<file path="src/rtl/collatz_pkg.sv">
// Shared definitions for the Collatz stream monitor: FSM state encoding and
// default widths/limits used by the top level and the next-term helper.
package collatz_pkg;

   localparam int DATAWIDTH_DEF = 8;
   localparam int MAX_STEPS_DEF = 255;

   typedef enum logic [1:0] {
      ST_IDLE,
      ST_TRACK,
      ST_DONE,
      ST_ERROR
   } state_t;

endpackage

</file>
<file path="src/rtl/collatz_next_term.sv">
// Combinational Collatz step f(n): n>>1 for even n, 3n+1 for odd n, with an
// overflow flag when 3n+1 does not fit back into DATAWIDTH bits.
module collatz_next_term
   import collatz_pkg::*;
#(
   parameter int DATAWIDTH = DATAWIDTH_DEF
) (
   input  logic [DATAWIDTH-1:0] n,
   output logic [DATAWIDTH-1:0] next,
   output logic                 ovf
);

   localparam logic [DATAWIDTH+1:0] ONE_WIDE = 1;

   // Two guard bits hold 3n+1 exactly for any DATAWIDTH-bit n.
   logic [DATAWIDTH+1:0] triple_plus_one;

   assign triple_plus_one = {2'b00, n} + {1'b0, n, 1'b0} + ONE_WIDE;
   assign next            = n[0] ? triple_plus_one[DATAWIDTH-1:0] : (n >> 1);
   assign ovf             = n[0] & (|triple_plus_one[DATAWIDTH+1:DATAWIDTH]);

endmodule

</file>
<file path="src/rtl/collatz_stream_monitor.sv">
// Receive-side Collatz checker: recomputes each expected term from the seed and
// flags mismatch/overflow/timeout. Peak tracking is built only with COLLATZ_MON_PEAK_EN.
module collatz_stream_monitor
   import collatz_pkg::*;
#(
   parameter int DATAWIDTH = DATAWIDTH_DEF,
   parameter int MAX_STEPS = MAX_STEPS_DEF
) (
   input  logic                 BB_SYSTEM_CLOCK_50,
   input  logic                 BB_SYSTEM_RESET_InHigh,
   input  logic                 mon_start,
   input  logic [DATAWIDTH-1:0] mon_seed,
   input  logic                 mon_valid,
   input  logic [DATAWIDTH-1:0] mon_data_InBUS,
   output logic                 mon_busy,
   output logic                 mon_done,
   output logic                 mon_error,
   output logic                 mon_overflow,
   output logic [DATAWIDTH-1:0] mon_steps,
   output logic [DATAWIDTH-1:0] mon_peak
);

   localparam logic [DATAWIDTH-1:0] ONE       = 1;
   localparam logic [DATAWIDTH-1:0] STEP_HALT = DATAWIDTH'(MAX_STEPS);

   state_t               state;
   logic [DATAWIDTH-1:0] expected;
   logic [DATAWIDTH-1:0] steps;
   logic                 busy_q, done_q, error_q, ovf_q;

   logic [DATAWIDTH-1:0] seed_next, sample_next, steps_inc;
   logic                 seed_ovf, sample_ovf, term_match;

   collatz_next_term #(.DATAWIDTH(DATAWIDTH)) u_seed_term (
      .n    (mon_seed),
      .next (seed_next),
      .ovf  (seed_ovf)
   );

   collatz_next_term #(.DATAWIDTH(DATAWIDTH)) u_sample_term (
      .n    (mon_data_InBUS),
      .next (sample_next),
      .ovf  (sample_ovf)
   );

   assign steps_inc  = steps + 1'b1;
   // Start has priority, so a sample coinciding with it never counts as a match.
   assign term_match = (state == ST_TRACK) && mon_valid && !mon_start
                       && (mon_data_InBUS == expected);

   // NOTE: clocked state uses non-blocking assignments so every register samples pre-edge values.
   always_ff @(posedge BB_SYSTEM_CLOCK_50 or posedge BB_SYSTEM_RESET_InHigh) begin
      if (BB_SYSTEM_RESET_InHigh) begin
         state    <= ST_IDLE;
         expected <= '0;
         steps    <= '0;
         busy_q   <= 1'b0;
         done_q   <= 1'b0;
         error_q  <= 1'b0;
         ovf_q    <= 1'b0;
      end else if (mon_start) begin
         steps    <= '0;
         done_q   <= 1'b0;
         error_q  <= 1'b0;
         ovf_q    <= 1'b0;
         busy_q   <= 1'b0;
         expected <= seed_next;
         if (mon_seed == '0) begin
            state   <= ST_ERROR;
            error_q <= 1'b1;
         end else if (mon_seed == ONE) begin
            state  <= ST_DONE;
            done_q <= 1'b1;
         end else if (seed_ovf) begin
            state   <= ST_ERROR;
            error_q <= 1'b1;
            ovf_q   <= 1'b1;
         end else begin
            state  <= ST_TRACK;
            busy_q <= 1'b1;
         end
      end else if (state == ST_TRACK && mon_valid) begin
         if (!term_match) begin
            state   <= ST_ERROR;
            error_q <= 1'b1;
            busy_q  <= 1'b0;
         end else begin
            steps <= steps_inc;
            if (mon_data_InBUS == ONE) begin
               state  <= ST_DONE;
               done_q <= 1'b1;
               busy_q <= 1'b0;
            end else if (steps_inc == STEP_HALT) begin
               state   <= ST_ERROR;
               error_q <= 1'b1;
               busy_q  <= 1'b0;
            end else if (sample_ovf) begin
               state   <= ST_ERROR;
               error_q <= 1'b1;
               ovf_q   <= 1'b1;
               busy_q  <= 1'b0;
            end else begin
               expected <= sample_next;
            end
         end
      end
   end

   assign mon_busy     = busy_q;
   assign mon_done     = done_q;
   assign mon_error    = error_q;
   assign mon_overflow = ovf_q;
   assign mon_steps    = steps;

`ifdef COLLATZ_MON_PEAK_EN
   logic [DATAWIDTH-1:0] peak;

   always_ff @(posedge BB_SYSTEM_CLOCK_50 or posedge BB_SYSTEM_RESET_InHigh) begin
      if (BB_SYSTEM_RESET_InHigh) begin
         peak <= '0;
      end else if (mon_start) begin
         peak <= mon_seed;
      end else if (term_match && (mon_data_InBUS > peak)) begin
         peak <= mon_data_InBUS;
      end
   end

   assign mon_peak = peak;
`else
   assign mon_peak = '0;
`endif

endmodule
</file>
<file path="config.mk">
export PLATFORM = sky130hd
export DESIGN_NAME = collatz_stream_monitor
export DESIGN_NICKNAME = d
export VERILOG_FILES = /design/src/rtl/collatz_pkg.sv /design/src/rtl/collatz_next_term.sv /design/src/rtl/collatz_stream_monitor.sv
export SDC_FILE = /design/constraint.sdc
export NUM_CORES = 1
export LEC_CHECK = 0
export ABC_CLOCK_PERIOD_IN_PS = 4400
export BUFFER_PORTS_ARGS = -buffer_cell sky130_fd_sc_hd__buf_2
export CAP_MARGIN = 20
export CORE_AREA = 2 2 78 80
export DETAILED_ROUTE_END_ITERATION = 10
export DIE_AREA = 0 0 80 82
export GPL_TIMING_DRIVEN = 0
export PLACE_DENSITY = 0.64
export SYNTH_ARGS = -nofsm -noshare
export SYNTH_HDL_FRONTEND = slang
export SYNTH_SLANG_ARGS = --single-unit
</file>
<file path="constraint.sdc">
create_clock -name BB_SYSTEM_CLOCK_50 -period 4.4 [get_ports BB_SYSTEM_CLOCK_50]
set_input_delay 0.22 -clock BB_SYSTEM_CLOCK_50 [delete_from_list [all_inputs] [get_ports BB_SYSTEM_CLOCK_50]]
set_output_delay 0.22 -clock BB_SYSTEM_CLOCK_50 [all_outputs]
set_load 0.1 [all_outputs]
</file>
# Word-level counts from Yosys, hierarchy flattened

Index checks and enable logic that the tools add are counted.

$add $sub $neg: 5
Multiplexer cells: 50
Order comparisons: 0
Bitwise gates (word level): 2
Divide/modulo/power cells: 0
Equality and inequality tests: 11
Shift-type cells: 0
Reductions and logical operators: 17
Multiply operators: 0

Operators by type and width:

| operator                                                                | count |
|---|---|
| 8-bit two-way mux                                                       | 11 |
| 1-bit two-way mux                                                       | 30 |
| 10-bit by 1-bit adder with 10-bit output, second input constant         | 2 |
| 8-bit by 9-bit adder with 10-bit output                                 | 2 |
| 2-bit two-way mux                                                       | 9 |
| 8-bit by 1-bit == test with 1-bit output, second input constant         | 2 |
| 5-bit AND reduction                                                     | 2 |
| 8-bit by 1-bit adder with 8-bit output, second input constant           | 1 |
| 8-bit == test                                                           | 1 |
| 8-bit == test, second input constant                                    | 1 |
| 8-bit logical NOT                                                       | 1 |
| 2-bit nonzero test                                                      | 4 |
| 2-bit inequality test, second input constant                            | 3 |
| 3-bit AND reduction                                                     | 2 |
| 5-bit by 3-bit inequality test with 1-bit output, second input constant | 1 |
| 4-bit by 3-bit inequality test with 1-bit output, second input constant | 1 |
| 2-bit AND reduction                                                     | 2 |
| 2-bit OR reduction                                                      | 2 |
| 1-bit logical AND                                                       | 3 |
| 3-bit inequality test, second input constant                            | 1 |
| 1-bit AND                                                               | 2 |
| 2-bit by 1-bit == test with 1-bit output, second input constant         | 1 |
| 1-bit logical NOT                                                       | 1 |

Word-level logic and storage cells: 92
Input bits: 20
Bits in read-only memories: 0
Latch bits: 0
Memories kept: 0
Output and inout bits: 20
Bits in writable memories: 0
Register bits after elaboration: 22

# Depth between registers and ports, before layout

Depth after elaboration: 10
Gate-level depth with buffers: 9
Mapped depth without buffers: 8

# Cells and area by module

From an unflattened synthesis, not the netlist that was laid out.

Cells, all modules: 261
Area, all modules: 2,389.8 µm²

By module, submodules not included:

| module                            | cells each | area an instance (µm²) | seq. area each (µm²) | times used |
|---|---|---|---|---|
| collatz_stream_monitor            | 140        | 1,401.3                | 550.5                | 1 |
| collatz_next_term (u_seed_term)   | 61         | 496.7                  | 0.0                  | 1 |
| collatz_next_term (u_sample_term) | 60         | 491.7                  | 0.0                  | 1 |

# Worst setup path after synthesis

OpenSTA, ideal clock, no wires.

Path kind: register to register
Start point: register steps[0] (netlist: mon_steps[0])
End point: register expected[6]
Slack: 1.423 ns
Data arrival time: 2.858 ns
Data required time: 4.280 ns
Setup time: 0.120 ns
Buffers on the path: 1
Stages on the path, launching flop included: 9
Clock period less this slack: 2.977 ns
Cells stage by stage: dfrtp_1 -> ha_1 -> and3_1 -> o21a_1 -> o21ai_0 -> a2111oi_4 -> buf_6 -> o2111ai_1 -> and3_1

Word-level cells in the longest chain between the ends: 4

Ends and longest elaborated chain:

| element                                | line                          | text |
|---|---|---|
| start: declaration                     | collatz_stream_monitor.sv:28  | `logic [DATAWIDTH-1:0] steps;` |
| start signal: assignment               | collatz_stream_monitor.sv:88  | `steps <= steps_inc;` |
| 8-bit by 1-bit adder with 8-bit output | collatz_stream_monitor.sv:46  | `assign steps_inc = steps + 1'b1;` |
| 8-bit == test                          | collatz_stream_monitor.sv:93  | `end else if (steps_inc == STEP_HALT) begin` |
| 2-bit inequality test (no source line) | n/a                           |  |
| 5-bit AND reduction (no source line)   | n/a                           |  |
| end signal: assignment                 | collatz_stream_monitor.sv:67  | `expected <= seed_next;` |
| end signal: assignment                 | collatz_stream_monitor.sv:103 | `expected <= sample_next;` |
| end: declaration                       | collatz_stream_monitor.sv:27  | `logic [DATAWIDTH-1:0] expected;` |

No other way between the ends.
A chain may end at the register's enable or synchronous reset.

# Worst setup path after layout

Start point: input mon_data_InBUS[2]
End point: register expected[6]

Word-level cells in the longest chain between the ends: 9
Elaborated cells on any way between the ends: 18
Those cells by class: add/sub (2); eq/ne (4); mux (7); bitwise (1); reduce/logical (4)

Ends and longest elaborated chain:

| element                                  | line                         | text |
|---|---|---|
| start: declaration                       | collatz_stream_monitor.sv:14 | `input logic [DATAWIDTH-1:0] mon_data_InBUS,` |
| 8-bit by 9-bit adder with 10-bit output  | collatz_next_term.sv:18      | `assign triple_plus_one = {2'b00, n} + {1'b0, n, 1'b0} + ONE_WIDE;` |
| 10-bit by 1-bit adder with 10-bit output | collatz_next_term.sv:18      |  |
| 8-bit two-way mux                        | collatz_next_term.sv:19      | `assign next = n[0] ? triple_plus_one[DATAWIDTH-1:0] : (n >> 1);` |
| 8-bit two-way mux                        | collatz_stream_monitor.sv:97 | `end else if (sample_ovf) begin` |
| 8-bit two-way mux                        | collatz_stream_monitor.sv:93 |  |
| 8-bit two-way mux                        | collatz_stream_monitor.sv:89 | `if (mon_data_InBUS == ONE) begin` |
| 8-bit two-way mux                        | collatz_stream_monitor.sv:83 | `if (!term_match) begin` |
| 8-bit two-way mux                        | collatz_stream_monitor.sv:82 | `end else if (state == ST_TRACK && mon_valid) begin` |
| 8-bit two-way mux                        | collatz_stream_monitor.sv:61 | `end else if (mon_start) begin` |

Several ways; a longest one is shown, not always the timed one. The select of a mux whose other input is x is not followed.

==> impl_metrics.json <==
{
  "status": "finished clean",
  "ys_seq_area_frac": 0.217,
  "regToRegStartpoint": "mon_steps[0]",
  "flow.area_growth_from_synthesis_pct": 12.5,
  "synth_area_leader_cell": "sky130_fd_sc_hd__dfrtp_1",
  "cts.repair.resized": 0,
  "post_cts_hold_buffer_count": 0,
  "synth_cell_types": 56,
  "finalSetupViolations": 0,
  "dr.pass1.iters": 4,
  "floorplan.rows": 28,
  "ys_ff_latch": 22,
  "crit-reg2reg-capture": "expected[6]",
  "netlist_area_sq_um": 2530,
  "initial_utilization": 0.441,
  "power_leakage_nw": 1.38,
  "synth.yosys.warnings": 0,
  "timing.critical_path.from_type": "input port",
  "vdd_drop_max_uv": 91.7,
  "r2r_setup_slack_ns": 1.64,
  "chipWidth_um": 80,
  "ff2ff_path_depth": 8,
  "max_clock_freq_mhz": 355,
  "gp_congestion": 0.843,
  "die_height_um": 82,
  "period_minus_slack_ns": 2.82,
  "yosys_most_used_dff": "sky130_fd_sc_hd__dfrtp_1",
  "clock_tree.buffer_depth": 2,
  "track_usage": 0.177,
  "worstHoldPathType": "input port to asynchronous set/reset pin",
  "place.port_buffers": 30,
  "clock_tree.htree_level_count": 1,
  "first_iter_violations": 94,
  "post_synth_edffs": 0,
  "path_class": "input port to flip-flop",
  "drive_gt1_frac": 0.166,
  "grt_first_pass_wirelength_um": 9360,
  "syn_area_per_cell_sq_um": 8.39,
  "grt.overflow.total": 0,
  "clock_latency_ns": 0.26,
  "pin_count_of_the_biggest_net_entering_global_routing": 23,
  "root_buffer": "sky130_fd_sc_hd__clkbuf_8",
  "cts_setup_buffers": 0,
  "path_cells": "buf_2 -> inv_1 -> ha_1 -> a21oi_1 -> nor2b_1 -> or3_1 -> a32oi_1 -> buf_2 -> o2111ai_1 -> and3_1",
  "detailroute.via_count": 2237,
  "critPathRequiredTime_ns": 4.56,
  "max_slew_margin": 0.429,
  "detail_routed_net_length_per_standard_cell_um": 13.4,
  "fill_cells": 589,
  "clkTransAtPathRegs_ns": 0.08,
  "cp_common_cell": "sky130_fd_sc_hd__buf_2",
  "critical_path_peak_fanout": 10,
  "antenna_cells": 0,
  "finalWirelength_um": 5620,
  "placed_cells_incl_taps": 415,
  "grt_antenna_before_repair": 0,
  "slew_violations": 0,
  "totalNegativeSetupSlack_ns": 0,
  "postSynthCellCount": 302,
  "dieArea_sq_um": 6560,
  "final_period_utilization": 0.640,
  "post_drt_via_cell_ratio": 5.35,
  "grt_pass1_vias": 1988,
  "asyncSetResetFlopFracSynth": 1.00,
  "hpwl_um": 4560,
  "power.density_nw_per_um2": 225,
  "numCtsBuffers": 3,
  "cp-end-kind": "flip-flop",
  "unrepaired_setup_endpoints_after_global_routing": "false",
  "slowest_delay_ns": 0.64,
  "drc": 0,
  "timing_hold_violations_final": 0,
  "finish.cell_count_without_fillers": 418,
  "cts.sink_count": 22,
  "skew_ns": 0.00424,
  "core_region_area_sq_um": 5750,
  "worst_pin_slew_ns": 0.856,
  "num-nets-final": 399,
  "worst_endpoint_data_arrival_time_ns": 2.98,
  "yosys.area.top_type_share": 0.217,
  "maxCapViolations": 0,
  "max_stage_delay_cell_worst_path": "sky130_fd_sc_hd__a32oi_1",
  "antenna_left": 0,
  "io_pins": 40,
  "synthTopCellsByArea": "sky130_fd_sc_hd__dfrtp_1, sky130_fd_sc_hd__ha_1, sky130_fd_sc_hd__xnor2_1",
  "tritoncts": "done"
}
## per-stage QoR
stage	instance area, sq um	util	hold WS, ns	setup WS, ns	total power, mW
floorplan	2560	-	0.209	1.42	0.458
global placement	2810	0.488	0.427	1.34	0.517
detailed placement	2810	0.489	0.440	1.33	0.519
CTS	2850	0.496	0.154	1.61	0.643
global route	2850	0.496	0.216	1.40	0.680
finish	2850	0.496	0.121	1.58	0.642
## routing by layer
layer,GRT usage,part of all wire
met3,0.0176,0.035
met1,0.238,0.48
met5,0,0
met2,0.316,0.49
met4,0.0186,0
## cell type report
cell class | instances | area [sq um] | share of cell area
multi-input cells | 245 | 1810 | 0.636
clock buffers | 3 | 41.3 | 0.0145
flip-flops and latches | 22 | 551 | 0.193
inverters | 25 | 93.8 | 0.0329
plain buffers | 17 | 104 | 0.0364
repair buffers | 31 | 155 | 0.0544
well taps | 75 | 93.8 | 0.0329
## Yosys cell counts (2+ instances only)
cell	n
sky130_fd_sc_hd__nand2_1	30
sky130_fd_sc_hd__a21oi_2	3
sky130_fd_sc_hd__a21o_1	4
sky130_fd_sc_hd__dfrtp_1	22
sky130_fd_sc_hd__nor3b_1	4
sky130_fd_sc_hd__fa_1	2
sky130_fd_sc_hd__a21boi_0	3
sky130_fd_sc_hd__and2_1	2
sky130_fd_sc_hd__o2111a_1	4
sky130_fd_sc_hd__o22a_1	2
sky130_fd_sc_hd__nand3_1	7
sky130_fd_sc_hd__buf_2	2
sky130_fd_sc_hd__mux2i_1	5
sky130_fd_sc_hd__a32oi_1	3
sky130_fd_sc_hd__xor2_1	8
sky130_fd_sc_hd__nand4_1	4
sky130_fd_sc_hd__and3b_1	2
sky130_fd_sc_hd__or4_1	2
sky130_fd_sc_hd__ha_1	32
sky130_fd_sc_hd__nand3b_1	3
sky130_fd_sc_hd__o31ai_2	3
sky130_fd_sc_hd__a211oi_1	4
sky130_fd_sc_hd__buf_4	8
sky130_fd_sc_hd__a2bb2oi_1	2
sky130_fd_sc_hd__buf_1	2
sky130_fd_sc_hd__nor2_1	17
sky130_fd_sc_hd__o21ai_0	12
sky130_fd_sc_hd__a31o_2	2
sky130_fd_sc_hd__clkbuf_1	4
sky130_fd_sc_hd__a22oi_1	2
sky130_fd_sc_hd__nor2b_1	4
sky130_fd_sc_hd__nand2b_1	2
sky130_fd_sc_hd__inv_1	25
sky130_fd_sc_hd__o211ai_1	3
sky130_fd_sc_hd__and3_1	5
sky130_fd_sc_hd__nor3_1	3
sky130_fd_sc_hd__or3_1	4
sky130_fd_sc_hd__xnor2_1	15
sky130_fd_sc_hd__a211o_1	3
sky130_fd_sc_hd__a21oi_1	21
sky130_fd_sc_hd__and4_1	2
## worst max-delay path: cells and delay by family
family	cells	cell delay, ns
compound gates	3	1.07
simple gates	3	0.72
buf+inv	3	0.59
fa+ha+maj	1	0.36
## registers in the layout (all words and copies together) (netlist names)
register	cells
expected	8
mon_error	1
mon_steps	8
state	2
mon_busy	1
mon_done	1
mon_overflow	1
## cells by family after synthesis
group | Yosys count | share of synthesized area
adders and majority gates | 34 | 0.174
muxes | 6 | 0.0242
AOI/OAI and AO/OA | 82 | 0.242
and+or+nand+nor | 92 | 0.184
other | 1 | 0.00148
buffers and inverters | 42 | 0.0780
DFF | 22 | 0.217
xor gates and xnor gates | 23 | 0.0795
## layout by cell type (no fill, tap or decap), types with 4 or more instances in the layout
master and count:
sky130_fd_sc_hd__buf_2 33, sky130_fd_sc_hd__ha_1 32, sky130_fd_sc_hd__nand2_1 30, sky130_fd_sc_hd__inv_1 25, sky130_fd_sc_hd__dfrtp_1 22, sky130_fd_sc_hd__a21oi_1 21
sky130_fd_sc_hd__nor2_1 17, sky130_fd_sc_hd__xnor2_1 15, sky130_fd_sc_hd__o21ai_0 12, sky130_fd_sc_hd__xor2_1 8, sky130_fd_sc_hd__buf_4 8, sky130_fd_sc_hd__conb_1 8
sky130_fd_sc_hd__nand3_1 7, sky130_fd_sc_hd__and3_1 5, sky130_fd_sc_hd__mux2i_1 5, sky130_fd_sc_hd__nor2b_1 4, sky130_fd_sc_hd__o2111a_1 4, sky130_fd_sc_hd__or3_1 4
sky130_fd_sc_hd__nand4_1 4, sky130_fd_sc_hd__nor3b_1 4, sky130_fd_sc_hd__clkbuf_1 4, sky130_fd_sc_hd__a21o_1 4, sky130_fd_sc_hd__a211oi_1 4
## power by group
part	switching (mW)	internal (mW)	leakage, nW	total [mW]
clock network	0.0656	0.0611	0.0216	0.127
registers	0.0110	0.218	0.277	0.229
logic	0.189	0.0970	1.08	0.286
## worst max-delay path by stage
stage | start | to | slack (ns) | cells after the start
2_1_floorplan | mon_steps[0] | expected[6] | 1.42 | 8
3_3_place_gp | mon_data_InBUS[2] | expected[6] | 1.34 | 10
3_5_place_dp | mon_data_InBUS[2] | expected[6] | 1.33 | 10
4_1_cts | mon_data_InBUS[2] | expected[6] | 1.61 | 10
5_1_grt | mon_data_InBUS[2] | expected[6] | 1.40 | 10
6_report | mon_data_InBUS[2] | expected[6] | 1.58 | 10
No activity file was read; power rests on OpenSTA's default activity.
